--- src/rtl/systolic_pkg.sv ---
// Shared types and sizing helpers for the systolic array feeder.
package systolic_pkg;

    typedef enum logic [2:0] {
        ST_IDLE   = 3'd0,
        ST_WLOAD  = 3'd1,
        ST_WSHIFT = 3'd2,
        ST_STREAM = 3'd3,
        ST_DRAIN  = 3'd4
    } feeder_state_t;

    // Zero cycles needed after the last activation row before the wavefront has left the array.
    function automatic int drain_cycles(input int n);
        return (32'sd2 * n) - 32'sd1;
    endfunction

    function automatic int cnt_width(input int n);
        return $clog2(32'sd2 * n);
    endfunction

endpackage

--- src/rtl/skew_delay_line.sv ---
// Fixed-depth delay line for one activation lane; DEPTH = 0 is a plain wire.
module skew_delay_line #(
    parameter int DEPTH     = 1,
    parameter int DATA_SIZE = 32
) (
    input  logic                 clk,
    input  logic                 rst_n,
    input  logic [DATA_SIZE-1:0] i_data,
    output logic [DATA_SIZE-1:0] o_data
);

    generate
        if (DEPTH == 0) begin : g_pass
            logic w_unused_ctrl;
            assign w_unused_ctrl = clk ^ rst_n;
            assign o_data        = i_data;
        end else begin : g_shift
            logic [DATA_SIZE-1:0] r_taps [DEPTH];

            // Shift the lane one tap per cycle.
            always_ff @(posedge clk or negedge rst_n) begin
                if (!rst_n) begin
                    for (int k = 0; k < DEPTH; k++) begin
                        r_taps[k] <= '0;
                    end
                end else begin
                    r_taps[0] <= i_data;
                    for (int k = 1; k < DEPTH; k++) begin
                        r_taps[k] <= r_taps[k-1];
                    end
                end
            end

            assign o_data = r_taps[DEPTH-1];
        end
    endgenerate

endmodule

--- src/rtl/systolic_feeder.sv ---
// Drives the systolic array: buffers one weight matrix, shifts it in bottom row first,
// then streams diagonally skewed activation rows and flushes the wavefront with zeros.
module systolic_feeder
    import systolic_pkg::*;
#(
    parameter int MATRIX_SIZE = 2,
    parameter int DATA_SIZE   = 32
) (
    input  logic                                  clk,
    input  logic                                  reset,
    input  logic                                  start,
    input  logic                                  keep_weights,
    input  logic                                  w_valid,
    output logic                                  w_ready,
    input  logic [MATRIX_SIZE-1:0][DATA_SIZE-1:0] w_row,
    input  logic                                  a_valid,
    output logic                                  a_ready,
    input  logic [MATRIX_SIZE-1:0][DATA_SIZE-1:0] a_row,
    input  logic                                  a_last,
    output logic [MATRIX_SIZE-1:0][DATA_SIZE-1:0] in_data,
    output logic [MATRIX_SIZE-1:0][DATA_SIZE-1:0] in_weights,
    output logic                                  ld_weight,
    output logic                                  busy,
    output logic                                  done
);

    localparam int N  = MATRIX_SIZE;
    localparam int CW = cnt_width(MATRIX_SIZE);
    localparam logic [CW-1:0] ROW_LAST   = CW'(N - 32'sd1);
    localparam logic [CW-1:0] ROW_PRE    = CW'(N - 32'sd2);
    localparam logic [CW-1:0] DONE_ARM   = CW'(drain_cycles(N) - 32'sd1);
    localparam logic [CW-1:0] DRAIN_LAST = CW'(drain_cycles(N));

    feeder_state_t                   r_state;
    feeder_state_t                   w_state_nxt;
    logic [CW-1:0]                   r_cnt;
    logic [CW-1:0]                   w_cnt_nxt;
    logic [N-1:0][DATA_SIZE-1:0]     r_w_buf [N];
    logic [N-1:0][DATA_SIZE-1:0]     w_rd_row;
    logic [N-1:0][DATA_SIZE-1:0]     w_in_weights_nxt;
    logic [N-1:0][DATA_SIZE-1:0]     w_lane_in;
    logic [N-1:0][DATA_SIZE-1:0]     w_lane_out;
    logic [N-1:0][DATA_SIZE-1:0]     r_in_data;
    logic [N-1:0][DATA_SIZE-1:0]     r_in_weights;
    logic                            r_w_ready;
    logic                            r_a_ready;
    logic                            r_ld_weight;
    logic                            r_busy;
    logic                            r_done;
    logic                            w_w_hs;
    logic                            w_a_hs;

    assign w_w_hs    = w_valid & r_w_ready;
    assign w_a_hs    = a_valid & r_a_ready;
    assign w_lane_in = w_a_hs ? a_row : '0;

    // Row of the weight buffer presented in the next shift cycle (OR-mux over rows).
    always_comb begin
        w_rd_row = '0;
        for (int j = 0; j < N; j++) begin
            w_rd_row = w_rd_row | ((CW'(j) == (ROW_PRE - r_cnt)) ? r_w_buf[j] : '0);
        end
    end

    // Next state, phase counter and next weight-bus value.
    always_comb begin
        w_state_nxt      = r_state;
        w_cnt_nxt        = r_cnt;
        w_in_weights_nxt = '0;
        case (r_state)
            ST_IDLE: begin
                w_cnt_nxt = '0;
                if (start && keep_weights) begin
                    w_state_nxt = ST_STREAM;
                end else if (start) begin
                    w_state_nxt = ST_WLOAD;
                end else begin
                    w_state_nxt = ST_IDLE;
                end
            end
            ST_WLOAD: begin
                // The final row goes straight onto the bus while it is being stored.
                if (w_w_hs && (r_cnt == ROW_LAST)) begin
                    w_state_nxt      = ST_WSHIFT;
                    w_cnt_nxt        = '0;
                    w_in_weights_nxt = w_row;
                end else if (w_w_hs) begin
                    w_cnt_nxt = r_cnt + CW'(1'b1);
                end else begin
                    w_cnt_nxt = r_cnt;
                end
            end
            ST_WSHIFT: begin
                if (r_cnt == ROW_LAST) begin
                    w_state_nxt = ST_STREAM;
                    w_cnt_nxt   = '0;
                end else begin
                    w_cnt_nxt        = r_cnt + CW'(1'b1);
                    w_in_weights_nxt = w_rd_row;
                end
            end
            ST_STREAM: begin
                if (w_a_hs && a_last) begin
                    w_state_nxt = ST_DRAIN;
                    w_cnt_nxt   = '0;
                end else begin
                    w_state_nxt = ST_STREAM;
                end
            end
            ST_DRAIN: begin
                if (r_cnt == DRAIN_LAST) begin
                    w_state_nxt = ST_IDLE;
                    w_cnt_nxt   = '0;
                end else begin
                    w_cnt_nxt = r_cnt + CW'(1'b1);
                end
            end
            default: begin
                w_state_nxt = ST_IDLE;
                w_cnt_nxt   = '0;
            end
        endcase
    end

    // State, counter, registered handshake/status flags and array-facing buses.
    always_ff @(posedge clk or negedge reset) begin
        if (!reset) begin
            r_state      <= ST_IDLE;
            r_cnt        <= '0;
            r_w_ready    <= 1'b0;
            r_a_ready    <= 1'b0;
            r_ld_weight  <= 1'b0;
            r_busy       <= 1'b0;
            r_done       <= 1'b0;
            r_in_weights <= '0;
            r_in_data    <= '0;
        end else begin
            r_state      <= w_state_nxt;
            r_cnt        <= w_cnt_nxt;
            r_w_ready    <= (w_state_nxt == ST_WLOAD);
            r_a_ready    <= (w_state_nxt == ST_STREAM);
            r_ld_weight  <= (w_state_nxt == ST_WSHIFT);
            r_busy       <= (w_state_nxt != ST_IDLE);
            r_done       <= (r_state == ST_DRAIN) && (r_cnt == DONE_ARM);
            r_in_weights <= w_in_weights_nxt;
            r_in_data    <= w_lane_out;
        end
    end

    // Weight buffer capture, one row per accepted handshake.
    always_ff @(posedge clk or negedge reset) begin
        if (!reset) begin
            for (int j = 0; j < N; j++) begin
                r_w_buf[j] <= '0;
            end
        end else begin
            for (int j = 0; j < N; j++) begin
                if (w_w_hs && (r_cnt == CW'(j))) begin
                    r_w_buf[j] <= w_row;
                end
            end
        end
    end

    generate
        for (genvar i = 0; i < N; i++) begin : g_lane
            skew_delay_line #(
                .DEPTH     (i),
                .DATA_SIZE (DATA_SIZE)
            ) u_skew (
                .clk    (clk),
                .rst_n  (reset),
                .i_data (w_lane_in[i]),
                .o_data (w_lane_out[i])
            );
        end
    endgenerate

    assign w_ready    = r_w_ready;
    assign a_ready    = r_a_ready;
    assign ld_weight  = r_ld_weight;
    assign busy       = r_busy;
    assign done       = r_done;
    assign in_data    = r_in_data;
    assign in_weights = r_in_weights;

endmodule

--- config.mk ---
export PLATFORM = sky130hd
export DESIGN_NAME = systolic_feeder
export DESIGN_NICKNAME = d
export VERILOG_FILES = /design/src/rtl/systolic_pkg.sv /design/src/rtl/skew_delay_line.sv /design/src/rtl/systolic_feeder.sv
export SDC_FILE = /design/constraint.sdc
export NUM_CORES = 1
export LEC_CHECK = 0
export ABC_AREA = 1
export CORE_AREA = 5 5 157 159
export DETAILED_ROUTE_END_ITERATION = 10
export DIE_AREA = 0 0 162 164
export PLACE_DENSITY = 0.8
export SLEW_MARGIN = 10
export SYNTH_ARGS = -nofsm -noshare
export SYNTH_HDL_FRONTEND = slang
export SYNTH_SLANG_ARGS = --single-unit
--- constraint.sdc ---
create_clock -name clk -period 2.4 [get_ports clk]
set_clock_uncertainty 0.15 [all_clocks]
set_input_delay 0.36 -clock clk [delete_from_list [all_inputs] [get_ports clk]]
set_output_delay 0.36 -clock clk [all_outputs]
set_load 0.03 [all_outputs]
==> results.json <==
{
  "status": "complete, no violations",
  "avgSynthCellArea_um2": 10.6,
  "drt_pre_antenna_iters": 5,
  "start_kind": "register",
  "htree_levels": 1,
  "clk_latency_ns": 0.55,
  "critPathKind": "reg2out",
  "wire_per_inst_um": 16.7,
  "core_area_um2": 23100,
  "intPower_mw": 12.0,
  "slew_headroom": 0.720,
  "rows": 56,
  "ant_nets": 0,
  "cts_tree": "yes",
  "grt_overflow": 0,
  "synth_top_cells_by_area": "dfrtp_1 (66%), inv_1 (6.6%), mux2_1 (5.9%)",
  "area_growth_pct": 36.1,
  "die_h_um": 164,
  "cts_max_path_buffers": 3,
  "grt_max_degree": 89,
  "cap_viol_max_count": 0,
  "setup_viol": 0,
  "drc": 0,
  "cp-end-kind": "output port",
  "finalCritPeriodShare": 0.912,
  "cp_data_required_time_ns": 1.89,
  "synth_warnings": 0,
  "fin_crit_ns": 2.19,
  "drv_slew": 0,
  "tightest_slew_ns": 0.418,
  "vias_per_cell": 5.04,
  "tns_ns": 0,
  "cts_sinks": 298,
  "clockPowerShare": 0.275,
  "peakVddDrop_mv": 0.781,
  "layout_common_cells": "dfrtp_1 (298), clkdlybuf4s50_1 (266), inv_1 (200), nand2_1 (153), o21ai_0 (121)",
  "power_leakage_nw": 7.48,
  "grt_pass1_wl_um": 44500,
  "routed-via-count": 8311,
  "gp_congestion": 0.768,
  "crit_chain": "clkdlybuf4s50_1",
  "die_area_um2": 26600,
  "grt_util_all_layers": 0.207,
  "syn_inst": 1069,
  "cts_buffers": 30,
  "drive_gt1_frac": 0.0612,
  "portBuffers": 267,
  "yosysTopAreaCellShare": 0.656,
  "p_sw_frac": 0.338,
  "ys_seq_elements": 298,
  "layout_commonest_cell": "dfrtp_1",
  "dp_hpwl_um": 17600,
  "hold_class": "in2async",
  "p_seq_frac": 0.398,
  "drtIter0Drc": 437,
  "critPathMaxStageDelay_ns": 0.70,
  "synthesis.nets": 1211,
  "synth_area_leader_cell": "dfrtp_1",
  "cp_data_arrival_time_ns": 1.68,
  "antenna_found_initial": 1,
  "nNetsFinal": 1474,
  "grt_pass1_vias": 8690,
  "rsz0062_at_grt": "no",
  "ios": 268,
  "ctsResizeCount": 0,
  "seq_area_frac_synth": 0.656,
  "synth_cell_type_count": 24,
  "critical_path.top_delay_family": "buffers and inverters",
  "path_buf_inv": 1,
  "fp.dieW_um": 162,
  "start_util": 0.492,
  "combPwrFrac": 0.327,
  "clkTransAtPathRegs_ns": 0.06,
  "fin_ws_ns": 0.210,
  "slowest_stage": "clkdlybuf4s50_1",
  "hold_viol_final": 0,
  "routed_wl_um": 27500,
  "switchingPower_mw": 6.12,
  "syn_area_um2": 11400,
  "power_density_nw_per_um2": 1170,
  "clock-root-buffer": "clkbuf_16",
  "max_clock_freq_ghz": 0.457,
  "fillers": 1648,
  "power.total_mw": 18.1,
  "dp_slack_ns": 0.317,
  "final_cells": 1648,
  "dp_cells": 1589,
  "crit_fanout": 4
}
[repair_timing]
action                                 CTS  global route
setup buffers                            0             0
endpoints found under the hold margin  114             0
hold buffers                             1             0
[sequential cells by signal, indices dropped and copies added, names as in the netlist, 2 cells and up]
signal / flops
r_state: 3
in_data: 64
in_weights: 64
g_lane.u_skew.o_data: 32
r_cnt: 2
r_w_buf: 128
[power by group through the flow]
stage / Combinational, mW / Sequential (mW) / Clock (mW)
4_1_cts: 6.00 / 7.20 / 5.09
2_1_floorplan: 3.15 / 7.89 / 0
3_5_place_dp: 5.96 / 7.28 / 0
3_3_place_gp: 5.73 / 7.22 / 0
5_1_grt: 6.59 / 7.36 / 5.31
6_report: 5.93 / 7.21 / 4.99
[metal layers]
metal | wire length (µm) | GRT usage | share of wire | vias to the layer above
met5 | 0 | 0 | 0 | -
met3 | 2800 | 0.0760 | 0.10 | 45
met1 | 10600 | 0.252 | 0.38 | 4077
met4 | 639 | 0.0546 | 0.023 | 0
li1 | - | - | - | 3881
met2 | 13500 | 0.351 | 0.49 | 308
[cells by family after synthesis]
logic type,share of synthesized area
flip-flops,0.656
AND/OR/NAND/NOR,0.0872
multiplexers,0.0634
AO/OA/AOI/OAI,0.0924
buffers and inverters,0.0936
adder cells (fa/ha/maj),0.00770
[per-stage QoR]
step	instance area, µm²	utilization	hold slack (ns)
floorplan	11400	-	-0.0856
global placement	14400	0.622	0.155
detailed placement	14400	0.622	0.161
CTS	15500	0.669	0.144
global route	15500	0.669	0.161
finish	15500	0.670	0.172
[cell type report]
| class | instances | area (µm²) | share of cell area |
|---|---|---|---|
| antenna | 2 | 5.00 | 0.000323 |
| clock buffer | 44 | 883 | 0.0571 |
| clock inverter | 12 | 203 | 0.0131 |
| inverter | 205 | 771 | 0.0498 |
| multi-input combinational | 514 | 2860 | 0.185 |
| sequential | 298 | 7460 | 0.482 |
| tap | 290 | 363 | 0.0234 |
| timing repair buffer | 283 | 2940 | 0.190 |
[synth_stat cells]
cell type / instances
nor2_1: 76
mux2_2: 4
nand3_1: 12
o21ai_0: 121
mux2_1: 60
buf_4: 6
clkbuf_1: 16
o21ai_1: 9
dfrtp_1: 298
nor2_4: 1
buf_2: 20
nand3_2: 2
ha_1: 7
buf_1: 3
nor2_2: 1
inv_1: 200
clkinv_1: 1
nand2_1: 154
nand3b_1: 1
buf_6: 7
nand4_1: 1
inv_2: 4
o22ai_1: 64
nand3_4: 1
[path summary, 6_finish.rpt]
path / to / start / cells past startpoint / slack (ns)
max: w_ready / w_ready / 1 / 0.21
min: in_weights[10] / reset / 2 / 0.17
max in group asynchronous: in_data[0] / reset / 3 / 1.23
max reg2reg: in_weights[29] / r_cnt[1] / 7 / 0.35
min in group clk: in_data[24] / a_row[24] / 3 / 0.17
min reg2reg: in_data[56] / g_lane[1].u_skew.o_data[24] / 0 / 0.20
Power figures use the tool's default switching activity.
